File: config.mk
export PLATFORM = sky130hd
export DESIGN_NAME = seq_addsub64
export DESIGN_NICKNAME = d
export VERILOG_FILES = /design/src/rtl/addsub_pkg.sv /design/src/rtl/cla16_slice.sv /design/src/rtl/seq_addsub64.sv
export SDC_FILE = /design/constraint.sdc
export NUM_CORES = 1
export LEC_CHECK = 0
export BUFFER_PORTS_ARGS = -buffer_cell sky130_fd_sc_hd__buf_2
export CAP_MARGIN = 25
export CORE_ASPECT_RATIO = 0.6
export CORE_UTILIZATION = 40
export DETAILED_ROUTE_END_ITERATION = 16
export MAX_ROUTING_LAYER = met4
export PLACE_DENSITY_LB_ADDON = 0.2
export SLEW_MARGIN = 20
export SYNTH_ARGS = -nofsm -noshare
export SYNTH_HDL_FRONTEND = slang
export SYNTH_HIERARCHICAL = 1
export SYNTH_SLANG_ARGS = --single-unit
File: constraint.sdc
create_clock -name clk -period 12.09 [get_ports clk]
set_clock_uncertainty 0.1 [all_clocks]
set_input_delay 3.0225 -clock clk [delete_from_list [all_inputs] [get_ports clk]]
set_output_delay 3.0225 -clock clk [all_outputs]
set_load 0.005 [all_outputs]
File: src/rtl/addsub_pkg.sv
// Shared types and defaults for the sequential add/subtract unit.
// Latency: none (package only).
// Backpressure: not applicable.
//
// Contents: state_t FSM encoding, default widths, slice_sel helper.
package addsub_pkg;

   typedef enum logic [1:0] {
      IDLE = 2'd0,
      CALC = 2'd1,
      DONE = 2'd2
   } state_t;

   localparam int WIDTH_DEF   = 64;
   localparam int SLICE_W_DEF = 16;

   // Extract slice k of a default-width word (slice 0 = least significant).
   function automatic logic [SLICE_W_DEF-1:0] slice_sel(input logic [WIDTH_DEF-1:0] v,
                                                        input int unsigned           k);
      return v[k*SLICE_W_DEF +: SLICE_W_DEF];
   endfunction

endpackage

File: src/rtl/cla16_slice.sv
// Combinational SLICE_W-bit carry-lookahead adder built from 4-bit groups.
// Latency: 0 cycles (purely combinational).
// Backpressure: not applicable.
//
// Ports: a, b  - addends; cin - carry in; sum - SLICE_W-bit sum; cout - carry out.
// SLICE_W must be a multiple of 4.
module cla16_slice #(
   parameter int SLICE_W = 16
) (
   input  logic [SLICE_W-1:0] a,
   input  logic [SLICE_W-1:0] b,
   input  logic               cin,
   output logic [SLICE_W-1:0] sum,
   output logic               cout
);

   localparam int NGRP = SLICE_W / 4;

   logic [SLICE_W-1:0] p;
   logic [SLICE_W-1:0] g;
   logic [SLICE_W:0]   c;     // carry into each bit plus the final carry-out
   logic [NGRP-1:0]    gp;
   logic [NGRP-1:0]    gg;
   logic [NGRP:0]      gc;    // carry into each 4-bit group

   always_comb begin
      p = a ^ b;
      g = a & b;

      // Group propagate/generate from flattened 4-bit lookahead terms.
      for (int j = 0; j < NGRP; j++) begin
         gp[j] = &p[j*4 +: 4];
         gg[j] = g[j*4+3]
               | (p[j*4+3] & g[j*4+2])
               | (p[j*4+3] & p[j*4+2] & g[j*4+1])
               | (p[j*4+3] & p[j*4+2] & p[j*4+1] & g[j*4]);
      end

      gc[0] = cin;
      for (int j = 0; j < NGRP; j++) begin
         gc[j+1] = gg[j] | (gp[j] & gc[j]);
      end

      // Bit carries inside each group start from that group's lookahead carry.
      c = '0;
      for (int j = 0; j < NGRP; j++) begin
         c[j*4] = gc[j];
         for (int i = 0; i < 3; i++) begin
            c[j*4+i+1] = g[j*4+i] | (p[j*4+i] & c[j*4+i]);
         end
      end
      c[SLICE_W] = gc[NGRP];

      sum  = p ^ c[SLICE_W-1:0];
      cout = c[SLICE_W];
   end

endmodule

File: src/rtl/seq_addsub64.sv
// Multi-cycle WIDTH-bit add/subtract, one SLICE_W-bit lookahead slice per clock, LSB slice first.
// Latency: out_valid rises NSLICE cycles after the accepting edge; one op per NSLICE+2 cycles.
// Backpressure: result/flags held in DONE until out_ready; in_ready low outside IDLE.
//
// Ports: clk, rst_n (async active-low); in_valid/in_ready, a, b, op_sub request side;
//        out_valid/out_ready, result, carry_out (1 = no borrow on subtract), overflow result side.
// Optional: define ZERO_FLAG_EN to add output 'zero' (result == 0, valid with out_valid).
module seq_addsub64
   import addsub_pkg::*;
#(
   parameter int WIDTH   = WIDTH_DEF,
   parameter int SLICE_W = SLICE_W_DEF
) (
   input  logic             clk,
   input  logic             rst_n,
   input  logic             in_valid,
   output logic             in_ready,
   input  logic [WIDTH-1:0] a,
   input  logic [WIDTH-1:0] b,
   input  logic             op_sub,
   output logic             out_valid,
   input  logic             out_ready,
   output logic [WIDTH-1:0] result,
   output logic             carry_out,
   output logic             overflow
`ifdef ZERO_FLAG_EN
   ,
   output logic             zero
`endif
);

   localparam int NSLICE = WIDTH / SLICE_W;
   localparam int CNT_W  = (NSLICE > 1) ? $clog2(NSLICE) : 1;
   localparam logic [CNT_W-1:0] LAST = CNT_W'(NSLICE - 1);

   state_t             state_q,  state_d;
   logic [WIDTH-1:0]   a_q,      a_d;
   logic [WIDTH-1:0]   b_q,      b_d;       // already inverted for subtract
   logic [CNT_W-1:0]   cnt_q,    cnt_d;
   logic               carry_q,  carry_d;   // carry between slices; seeded with op_sub
   logic [WIDTH-1:0]   result_q, result_d;
   logic               cout_q,   cout_d;
   logic               ovf_q,    ovf_d;
`ifdef ZERO_FLAG_EN
   logic               zero_q,   zero_d;
`endif

   logic [SLICE_W-1:0] slice_a;
   logic [SLICE_W-1:0] slice_b;
   logic [SLICE_W-1:0] slice_sum;
   logic               slice_cout;

   assign slice_a = a_q[cnt_q*SLICE_W +: SLICE_W];
   assign slice_b = b_q[cnt_q*SLICE_W +: SLICE_W];

   cla16_slice #(
      .SLICE_W (SLICE_W)
   ) u_slice (
      .a    (slice_a),
      .b    (slice_b),
      .cin  (carry_q),
      .sum  (slice_sum),
      .cout (slice_cout)
   );

   always_comb begin
      state_d   = state_q;
      a_d       = a_q;
      b_d       = b_q;
      cnt_d     = cnt_q;
      carry_d   = carry_q;
      result_d  = result_q;
      cout_d    = cout_q;
      ovf_d     = ovf_q;
`ifdef ZERO_FLAG_EN
      zero_d    = zero_q;
`endif
      in_ready  = 1'b0;
      out_valid = 1'b0;

      case (state_q)
         IDLE: begin
            in_ready = 1'b1;
            if (in_valid) begin
               a_d     = a;
               b_d     = op_sub ? ~b : b;
               carry_d = op_sub;            // +1 completes the two's complement of b
               cnt_d   = '0;
`ifdef ZERO_FLAG_EN
               zero_d  = 1'b1;
`endif
               state_d = CALC;
            end
         end
         CALC: begin
            result_d[cnt_q*SLICE_W +: SLICE_W] = slice_sum;
            carry_d = slice_cout;
            cnt_d   = cnt_q + 1'b1;
`ifdef ZERO_FLAG_EN
            zero_d  = zero_q & (slice_sum == '0);
`endif
            if (cnt_q == LAST) begin
               cout_d  = slice_cout;
               // Signed overflow: operands agree in sign but the sum does not.
               ovf_d   = (a_q[WIDTH-1] == b_q[WIDTH-1]) &&
                         (slice_sum[SLICE_W-1] != a_q[WIDTH-1]);
               state_d = DONE;
            end
         end
         DONE: begin
            out_valid = 1'b1;
            if (out_ready) begin
               state_d = IDLE;
            end
         end
         default: state_d = IDLE;
      endcase
   end

   always_ff @(posedge clk or negedge rst_n) begin
      if (!rst_n) begin
         state_q  <= IDLE;
         a_q      <= '0;
         b_q      <= '0;
         cnt_q    <= '0;
         carry_q  <= 1'b0;
         result_q <= '0;
         cout_q   <= 1'b0;
         ovf_q    <= 1'b0;
`ifdef ZERO_FLAG_EN
         zero_q   <= 1'b0;
`endif
      end else begin
         state_q  <= state_d;
         a_q      <= a_d;
         b_q      <= b_d;
         cnt_q    <= cnt_d;
         carry_q  <= carry_d;
         result_q <= result_d;
         cout_q   <= cout_d;
         ovf_q    <= ovf_d;
`ifdef ZERO_FLAG_EN
         zero_q   <= zero_d;
`endif
      end
   end

   assign result    = result_q;
   assign carry_out = cout_q;
   assign overflow  = ovf_q;
`ifdef ZERO_FLAG_EN
   assign zero      = zero_q;
`endif

endmodule

# [Word-level counts from Yosys, hierarchy flattened]
# Cells that the tools add are included.
[totals] ff_bits=199 latch_bits=0 ram_bits=0 mem_bits_ro=0 in_bits=133 output_inout_bits=68 n_memories=0
[classes] n_addsub=2 n_mul=0 n_div=0 n_lt_le_gt_ge=0 n_eq_ne=8 shift=4 muxes=12 n_bitwise=68 n_reduce_logical=11
[ops] op="$shiftx 64x7->16" n=2
[ops] op="$bwmux 64" n=1
[ops] op="$mux 64" n=1
[ops] op="$not 64->64" n=1
[ops] op="$shift 16x34->64 const A" n=1
[ops] op="$shiftx 16x34->64" n=1
[ops] op="$and 1x1->1" n=36
[ops] op="$neg 6->34" n=1
[ops] op="$xor 16x16->16" n=2
[ops] op="$or 1x1->1" n=28
[ops] op="$and 16x16->16" n=1
[ops] op="$reduce_and 4->1" n=4
[ops] op="$mux 2" n=4
[ops] op="$ne 2x2->1 const B" n=3
[ops] op="$pmux 2 s3" n=1
[ops] op="$reduce_and 2->1" n=3
[ops] op="$eq 2x2->1 const B" n=2
[ops] op="$pmux 2 s2" n=1
[ops] op="$mux 1" n=3
[ops] op="$reduce_and 3->1" n=1
[ops] op="$add 2x1->2 const B" n=1
[ops] op="$eq 2x1->1 const B" n=1
[ops] op="$logic_not 2->1" n=1
[ops] op="$pmux 1 s2" n=1
[ops] op="other kinds (4)" n=4

# [Longest topological paths before layout]
# Gate-level depths: netlist of run 1.
[logic_depth] word_depth=20 mapped_depth=15 depth_no_buf=13

# [Cells and area by module]
# The synthesis of run 1 kept the hierarchy.
[modules_own_cells] mod="seq_addsub64" instances=1 cells_per_inst=707 area_per_inst_um2=8841.0 seq_area_each_um2=4979.8
[modules_own_cells] mod="cla16_slice" instances=1 cells_per_inst=72 area_per_inst_um2=693.2 seq_area_each_um2=0.0

# [Worst setup path before layout of run 1]
# No wires, ideal clock.
[synth_timing] path_kind="register to register" start="register cnt_q[0]" end="register ovf_q, in the netlist overflow" setup_ps=133 arrival_time_ps=4047 required_ps=11857 setup_slack_ps=7810 path_stages_with_launch=16 n_path_buf=2 period_less_slack_ps=4280 cell_sequence="dfrtp_1 buf_4 buf_2 mux4_2 ha_1 a21oi_1 nor2_1 a211oi_1 nand3_2 fa_1 fa_1 fa_1 xor2_1 and3b_1 a21oi_1 o21ai_0"
[synth_via] word_cells_on_any_way=48 cone_classes="eq/ne (2); shift (2); bitwise (39); reduce/logical (5)"
[synth_rtl] element="from (decl)" line_no="seq_addsub64.sv:39" text="logic [CNT_W-1:0] cnt_q, cnt_d;"
[synth_rtl] element="from (signal assigned)" line_no="seq_addsub64.sv:137" text="cnt_q <= cnt_d;"
[synth_rtl] element="$shiftx 64x7->16 (*)" line_no="seq_addsub64.sv:53" text="assign slice_a = a_q[cnt_q*SLICE_W +: SLICE_W];"
[synth_rtl] element="named net slice_a[9]" line_no="seq_addsub64.sv:48" text="logic [SLICE_W-1:0] slice_a;"
[synth_rtl] element="$and 16x16->16 / $xor 16x16->16 (equally long branches)" line_no="cla16_slice.sv:28, cla16_slice.sv:27"
[synth_rtl] element="$and 1x1->1 (on tied branches)" line_no="cla16_slice.sv:35, cla16_slice.sv:36"
[synth_rtl] element="$or 1x1->1 / $and 1x1->1 (equally long branches)" line_no="cla16_slice.sv:35, cla16_slice.sv:36"
[synth_rtl] element="$or 1x1->1" line_no="cla16_slice.sv:36" text="| (p[j*4+3] & p[j*4+2] & p[j*4+1] & g[j*4]);"
[synth_rtl] element="$or 1x1->1 (*)" line_no="cla16_slice.sv:41" text="gc[j+1] = gg[j] | (gp[j] & gc[j]);"
[synth_rtl] element="$and 1x1->1 (*)" line_no="cla16_slice.sv:49" text="c[j*4+i+1] = g[j*4+i] | (p[j*4+i] & c[j*4+i]);"
[synth_rtl] element="$or 1x1->1 (*)" line_no="cla16_slice.sv:49"
[synth_rtl] element="$and 1x1->1 (*)" line_no="cla16_slice.sv:49"
[synth_rtl] element="$or 1x1->1 (*)" line_no="cla16_slice.sv:49"
[synth_rtl] element="$and 1x1->1 (*)" line_no="cla16_slice.sv:49"
[synth_rtl] element="$or 1x1->1 (*)" line_no="cla16_slice.sv:49"
[synth_rtl] element="$xor 16x16->16 (*)" line_no="cla16_slice.sv:54" text="sum = p ^ c[SLICE_W-1:0];"
[synth_rtl] element="named net slice_sum[15]" line_no="seq_addsub64.sv:50" text="logic [SLICE_W-1:0] slice_sum;"
[synth_rtl] element="$ne 1x1->1 (*)" line_no="seq_addsub64.sv:106" text="(slice_sum[SLICE_W-1] != a_q[WIDTH-1]);"
[synth_rtl] element="$logic_and 1x1->1 (*)" line_no="seq_addsub64.sv:105" text="ovf_d = (a_q[WIDTH-1] == b_q[WIDTH-1]) &&"
[synth_rtl] element="to (signal assigned)" line_no="seq_addsub64.sv:141" text="ovf_q <= ovf_d;"
[synth_rtl] element="to (decl)" line_no="seq_addsub64.sv:43" text="logic ovf_q, ovf_d;"
# Mark *: on every way through the listed nets, which the timed path passes. The rest lies on a longest branch.
# A chain may end at the register's enable or synchronous reset.

# [Worst setup path after layout of run 1]
[layout_timing] start="register cnt_q[0]" end="register ovf_q, in the netlist overflow"
[layout_via] word_cells_on_any_way=48 cone_classes="eq/ne (2); shift (2); bitwise (39); reduce/logical (5)"
[layout_rtl] element="$shiftx 64x7->16 (*)" line_no="seq_addsub64.sv:54" text="assign slice_b = b_q[cnt_q*SLICE_W +: SLICE_W];"
[layout_rtl] element="named net slice_b[9]" line_no="seq_addsub64.sv:49" text="logic [SLICE_W-1:0] slice_b;"
[layout_rtl] element="$and 16x16->16 / $xor 16x16->16 (equally long branches)" line_no="cla16_slice.sv:28, cla16_slice.sv:27"
[layout_rtl] element="$and 1x1->1 (on tied branches)" line_no="cla16_slice.sv:35, cla16_slice.sv:36"
[layout_rtl] element="$or 1x1->1 / $and 1x1->1 (equally long branches)" line_no="cla16_slice.sv:35, cla16_slice.sv:36"
[layout_rtl] element="$or 1x1->1" line_no="cla16_slice.sv:36"
[layout_rtl] element="$or 1x1->1 (*)" line_no="cla16_slice.sv:41"
[layout_rtl] element="$and 1x1->1 (*)" line_no="cla16_slice.sv:49"
[layout_rtl] element="$or 1x1->1 (*)" line_no="cla16_slice.sv:49"
[layout_rtl] element="$and 1x1->1 (*)" line_no="cla16_slice.sv:49"
[layout_rtl] element="$or 1x1->1 (*)" line_no="cla16_slice.sv:49"
[layout_rtl] element="$and 1x1->1 (*)" line_no="cla16_slice.sv:49"
[layout_rtl] element="$or 1x1->1 (*)" line_no="cla16_slice.sv:49"
[layout_rtl] element="$xor 16x16->16 (*)" line_no="cla16_slice.sv:54"
[layout_rtl] element="named net slice_sum[15]" line_no="seq_addsub64.sv:50"
[layout_rtl] element="$ne 1x1->1 (*)" line_no="seq_addsub64.sv:106"
[layout_rtl] element="$logic_and 1x1->1 (*)" line_no="seq_addsub64.sv:105"
# Marked as above.

==> impl_metrics.csv, run 1 <==
group,metric,value,unit
floorplanning,start_util,0.410,
timing,min_period_over_period,0.432,
synthesis,synth-edff-count,0,
timing,slew_headroom,0.333,
worst_hold_path,min_path_type,"flip-flop to flip-flop",
clock_tree,cts_root_buf,"clkbuf_16",
cells_and_area,area_delta_synth_final,19.0,%
drt,firstDrtPassIters,5,
synthesis,synth_area_per_cell,12.2,sq um
floorplanning,num_rows,43,
synthesis,synth_area,9530,sq um
drt,vias_per_cell,4.94,
global_routing,grt_usage,0.208,
cells_and_area,final_common_cell,"buf_2",
worst_hold_path,hp-start,"result[51]",
drt,drt_iter0_markers,372,
timing,worstMarginPinSlew,0.993,ns
clock_tree,cts-resized-gates,0,
synthesis,synth_flop_cell,"dfrtp_1",
critical_path,ff2ff_setup_slack,6.87,ns
critical_path,crit_required,12.30,ns
critical_path,worstPathArrival,5.43,ns
critical_path,critPathCaptureType,"flip-flop",
cells_and_area,diodes,0,
global_routing,grt_pass1_vias,6252,
global_routing,grt.overflow.total,0,
clock_tree,cts_hold_buf,0,
synthesis,synth_nets,945,
clock_tree,postCtsSetupBuffers,0,
floorplanning,dieHeight,122,um
drt,final_antenna_net_count,0,
timing,hold_viol,0,
drt,drc_errors,0,
floorplanning,dieArea,24500,sq um
cells_and_area,multi_input_area,4230,sq um
timing,tns,0,ns
clock_tree,clk_pin_slew,0.07,ns
critical_path,critical_path_class,"flip-flop to flip-flop",
global_routing,grt_max_degree,123,
pwr,power_leakage,5.11,nW
drt,via_count,6340,
cells_and_area,fin_nets,1122,
floorplanning,core_area,23200,sq um
job,max_cap_viol_count,0,
timing,rsz0062_at_grt,"no",
place,dp.final_hpwl,16900,um
floorplanning,die_w,201,um
critical_path,rr_endpoint,"overflow",
synthesis,synth_warnings,6,
clock_tree,max-clock-path-buffers,2,
timing,maxSlewViolCount,0,
clock_tree,cts_buffers,17,
synthesis,seq_area_frac_synth,0.522,
clock_tree,clkLatencyLatePin,0.44,ns
synthesis,ys_types,44,
clock_tree,cts_tree,"built",
synthesis,syn_inst,779,
cells_and_area,nFillCells,2135,
timing,timing.hold.ws,0.375,ns
critical_path,crit_fanout,31,
clock_tree,htree_num_levels,4,
global_routing,antenna_found_initial,0,
floorplanning,num_io_pins,201,
drt,wl_per_cell,18.3,um
place,finalWeightedCongestion,0.789,
synthesis,ys_ff_latch,199,
critical_path,cp-start-kind,"flip-flop",
cells_and_area,final_cell_mix,"198 x buf_2, 197 x dfrtp_1, 71 x a21oi_1, 70 x nand2_1, 69 x nor2_1",
place,portBuffers,200,
status,status,"completed",
timing,layout_min_cycle_time,5.22,ns
pwr,ir_drop,0.213,mV
clock_tree,cts.sinks,199,
timing,setup_viol,0,
cells_and_area,regArea,4980,sq um
pwr,p_per_area,318,nW/um^2
drt,finalWirelength,23500,um
timing,fmax,192,MHz
critical_path,worst_r2r_startpoint,"cnt_q[0]",
cells_and_area,final_layout_size_suffix_gt1_frac,0.356,
critical_path,reg2reg_depth,14,
global_routing,grt_pass1_wl,36700,um
worst_hold_path,whs_path_depth,2,
synthesis,async_flop_share,1.00,
worst_hold_path,min_to,"result[51]",
==> through the flow <==
step / utilization / area [sq um] / cells / setup slack (ns) / total power, W
floorplan: - / 9530 / 779 / 7.81 / 0.00242
global placement: 0.462 / 10700 / 1250 / 6.63 / 0.00305
detailed placement: 0.462 / 10700 / 1251 / 6.56 / 0.00308
CTS: 0.487 / 11300 / 1283 / 6.85 / 0.00366
global route: 0.488 / 11300 / 1284 / 6.55 / 0.00390
finish: 0.488 / 11300 / 1284 / 6.87 / 0.00361
==> state kept, by name (all words and copies together) (netlist names) <==
register / count
a_q: 64
b_q: 64
carry_out: 1
carry_q: 1
cnt_q: 2
overflow: 1
result: 64
state_q: 2
==> metal layers <==
layer	vias up	routed length (um)	part of all wire	global-route usage
met5	-	0	0	-
met4	0	180	0.0077	0.0492
met3	10	1160	0.050	0.0428
met2	138	9920	0.42	0.282
met1	3126	12200	0.52	0.316
li1	3066	-	-	-
==> final cells by class <==
class                      instances  area share
clock inverter                    11      0.0111
tap                              315      0.0347
clock buffer                      21      0.0388
multi-input combinational        511       0.372
sequential                       199       0.439
inverter                          18     0.00595
timing repair buffer             209      0.0979
==> worst max-delay path, cell delays in order (launching register included) <==
cell and delay, ns:
dfrtp_2 0.59, buf_4 0.58, mux4_2 0.66, ha_1 0.32, a21oi_1 0.17, nor2_1 0.07
a211oi_1 0.25, nand3_2 0.14, fa_1 0.39, fa_1 0.39, fa_1 0.38, xor2_1 0.52
and3b_1 0.25, a21oi_1 0.15, o21ai_0 0.10
==> logic make-up after synthesis <==
| family | after synthesis | synth area share |
|---|---|---|
| mux | 99 | 0.154 |
| buf+inv | 69 | 0.0352 |
| simple gates | 163 | 0.0793 |
| compound gates | 148 | 0.0936 |
| xor+xnor | 68 | 0.0625 |
| fa+ha+maj | 33 | 0.0528 |
| flops | 199 | 0.522 |
==> synthesized netlist by cell type, types with 2 or more instances <==
library cell | instances | share of area
mux2_2 | 64 | 0.076
nor3_1 | 2 | 0.0010
nand3b_1 | 2 | 0.0016
buf_4 | 11 | 0.0087
fa_1 | 12 | 0.025
clkbuf_1 | 11 | 0.0043
nor2b_1 | 4 | 0.0026
o21bai_1 | 2 | 0.0016
mux4_2 | 32 | 0.076
nand2_1 | 70 | 0.028
dfrtp_1 | 199 | 0.52
ha_1 | 21 | 0.028
xor2_1 | 2 | 0.0018
buf_2 | 27 | 0.014
o21ai_0 | 34 | 0.018
nor4_4 | 2 | 0.0045
a21oi_1 | 71 | 0.037
nand2b_1 | 3 | 0.0020
o21ai_1 | 2 | 0.0010
a22o_1 | 33 | 0.030
inv_1 | 18 | 0.0071
mux2i_1 | 2 | 0.0021
nor2_1 | 69 | 0.027
xnor2_1 | 66 | 0.061
==> where the power goes <==
group | internal (W) | switching, W
clock | 0.000305 | 0.000255
combinational | 0.000813 | 0.00111
sequential | 0.000950 | 0.000177
total | 0.00207 | 0.00154
==> how the worst max path moves through the flow <==
stage / from / end / slack, ns / cells past startpoint
after floorplan: cnt_q[0] / overflow / 7.81 / 15
after global placement: in_valid / b_q[62] / 6.63 / 6
after detailed placement: in_valid / b_q[6] / 6.56 / 5
after CTS: cnt_q[0] / overflow / 6.85 / 14
after global routing: cnt_q[0] / overflow / 6.55 / 14
final: cnt_q[0] / overflow / 6.87 / 14
No activity file was read; power rests on OpenSTA's default activity.
==> run 2, diff against run 1 <==
clock period = 5 ns   (was 12.09 ns; I/O delays follow)
==> run 2 against run 1 <==
  * Combinational power grew to 2.5 times the previous value
  * Register-to-register slack worse by 6.3 ns
  * Via count is 2.5% higher
  * Critical path depth stayed put
  * Non-clock buffer count is 3 higher
  * Global-route usage is 1.3 points higher
  * Routed wire length is 6.2% higher
  * Clock-buffer cell count is 1 lower
  * Highest routed layer unchanged
==> impl_metrics.csv, run 2 (same netlist as run 1, synthesis figures left out) <==
group,metric,value,unit
floorplanning,num_rows,43,
worst_hold_path,min_path_type,"flip-flop to flip-flop",
clock_tree,clkLatencyLatePin,0.44,ns
critical_path,reg2reg_depth,14,
place,portBuffers,200,
cells_and_area,final_layout_size_suffix_gt1_frac,0.360,
clock_tree,cts_tree,"built",
timing,rsz0062_at_grt,"no",
cells_and_area,area_delta_synth_final,20.2,%
clock_tree,cts_hold_buf,0,
timing,layout_min_cycle_time,4.38,ns
timing,slew_headroom,0.326,
timing,timing.hold.ws,0.377,ns
pwr,ir_drop,0.409,mV
floorplanning,die_w,201,um
worst_hold_path,min_to,"result[18]",
cells_and_area,fin_nets,1125,
clock_tree,htree_num_levels,4,
drt,wl_per_cell,19.4,um
critical_path,crit_fanout,28,
critical_path,cp-start-kind,"flip-flop",
cells_and_area,final_common_cell,"buf_2",
drt,drt_iter0_markers,574,
timing,setup_viol,0,
worst_hold_path,whs_path_depth,2,
job,max_cap_viol_count,0,
floorplanning,dieHeight,122,um
worst_hold_path,hp-start,"result[18]",
critical_path,ff2ff_setup_slack,0.62,ns
drt,via_count,6497,
drt,firstDrtPassIters,5,
critical_path,rr_endpoint,"overflow",
critical_path,worstPathArrival,4.60,ns
clock_tree,cts_buffers,17,
place,dp.final_hpwl,18300,um
critical_path,worst_r2r_startpoint,"cnt_q[0]",
global_routing,antenna_found_initial,0,
timing,min_period_over_period,0.876,
global_routing,grt_max_degree,107,
drt,finalWirelength,24900,um
clock_tree,max-clock-path-buffers,2,
pwr,total_power,0.00908,W
critical_path,critical_path_class,"flip-flop to flip-flop",
critical_path,critPathCaptureType,"flip-flop",
cells_and_area,multi_input_area,4230,sq um
drt,vias_per_cell,5.06,
cells_and_area,fin_cells,1285,
clock_tree,cts.sinks,199,
cells_and_area,nFillCells,2202,
cells_and_area,final_cell_mix,"198 x buf_2, 197 x dfrtp_1, 71 x a21oi_1, 70 x nand2_1, 69 x nor2_1",
clock_tree,clk_pin_slew,0.07,ns
place,place_inst,1253,
cells_and_area,regArea,4980,sq um
clock_tree,postCtsSetupBuffers,0,
timing,hold_viol,0,
place,pre_cts_slack,0.638,ns
place,finalWeightedCongestion,0.827,
timing,fmax,228,MHz
status,status,"completed",
clock_tree,cts_root_buf,"clkbuf_16",
timing,tns,0,ns
drt,final_antenna_net_count,0,
drt,drc_errors,0,
global_routing,grt_usage,0.221,
cells_and_area,diodes,0,
timing,worstMarginPinSlew,1.01,ns
pwr,p_per_area,792,nW/um^2
critical_path,crit_required,5.21,ns
global_routing,grt_pass1_wl,38900,um
timing,setup_ws,0.619,ns
floorplanning,core_area,23200,sq um
floorplanning,start_util,0.410,
floorplanning,num_io_pins,201,
pwr,power_leakage,5.16,nW
floorplanning,dieArea,24500,sq um
global_routing,grt_pass1_vias,6229,
timing,maxSlewViolCount,0,
global_routing,grt.overflow.total,0,
clock_tree,cts-resized-gates,0,
run 2: power by group:
part           switching [W]  leakage, nW  total (W)  internal [W]
registers           0.000480         2.42    0.00278       0.00230
clock network       0.000623        0.291    0.00149      0.000863
logic                0.00278         2.45    0.00481       0.00203
total                0.00389         5.16    0.00908       0.00519
run 2: cell type report:
type,count,area share
clock buffer,20,0.0398
inverter,18,0.00590
tap,315,0.0344
multi-input combinational,511,0.369
sequential,199,0.435
timing repair buffer,212,0.102
clock inverter,10,0.0146
run 2: stage by stage:
step	utilization	instance area [sq um]
final	0.493	11500
after detailed placement	0.465	10800
after global routing	0.493	11500
after CTS	0.492	11400
after floorplan	-	9530
after global placement	0.465	10800
run 2: worst max path at each step:
| stage | start | endpoint | slack (ns) | cells after the start |
|---|---|---|---|---|
| after detailed placement | cnt_q[0] | overflow | 0.64 | 14 |
| after global routing | cnt_q[0] | overflow | 0.30 | 14 |
| final | cnt_q[0] | overflow | 0.62 | 14 |
| after floorplan | cnt_q[0] | overflow | 0.72 | 15 |
| after CTS | cnt_q[0] | overflow | 0.64 | 14 |
| after global placement | cnt_q[0] | overflow | 0.70 | 14 |
run 2: critical path: stages (launching register included):
cell and delay, ns:
dfrtp_2 0.39, buf_12 0.22, mux4_2 0.61, ha_1 0.33
a21oi_1 0.15, nor2b_1 0.08, o31ai_2 0.21, nand3_2 0.14
fa_1 0.41, fa_1 0.39, fa_1 0.38, xor2_1 0.40
and3b_1 0.23, a21oi_1 0.10, o21ai_0 0.08
run 2: metal layers:
layer,part of all wire,vias to the layer above,global-route usage
met1,0.52,3223,0.338
met5,0,-,-
met2,0.42,186,0.295
met4,0.0067,0,0.0455
met3,0.061,12,0.0530
li1,-,3076,-
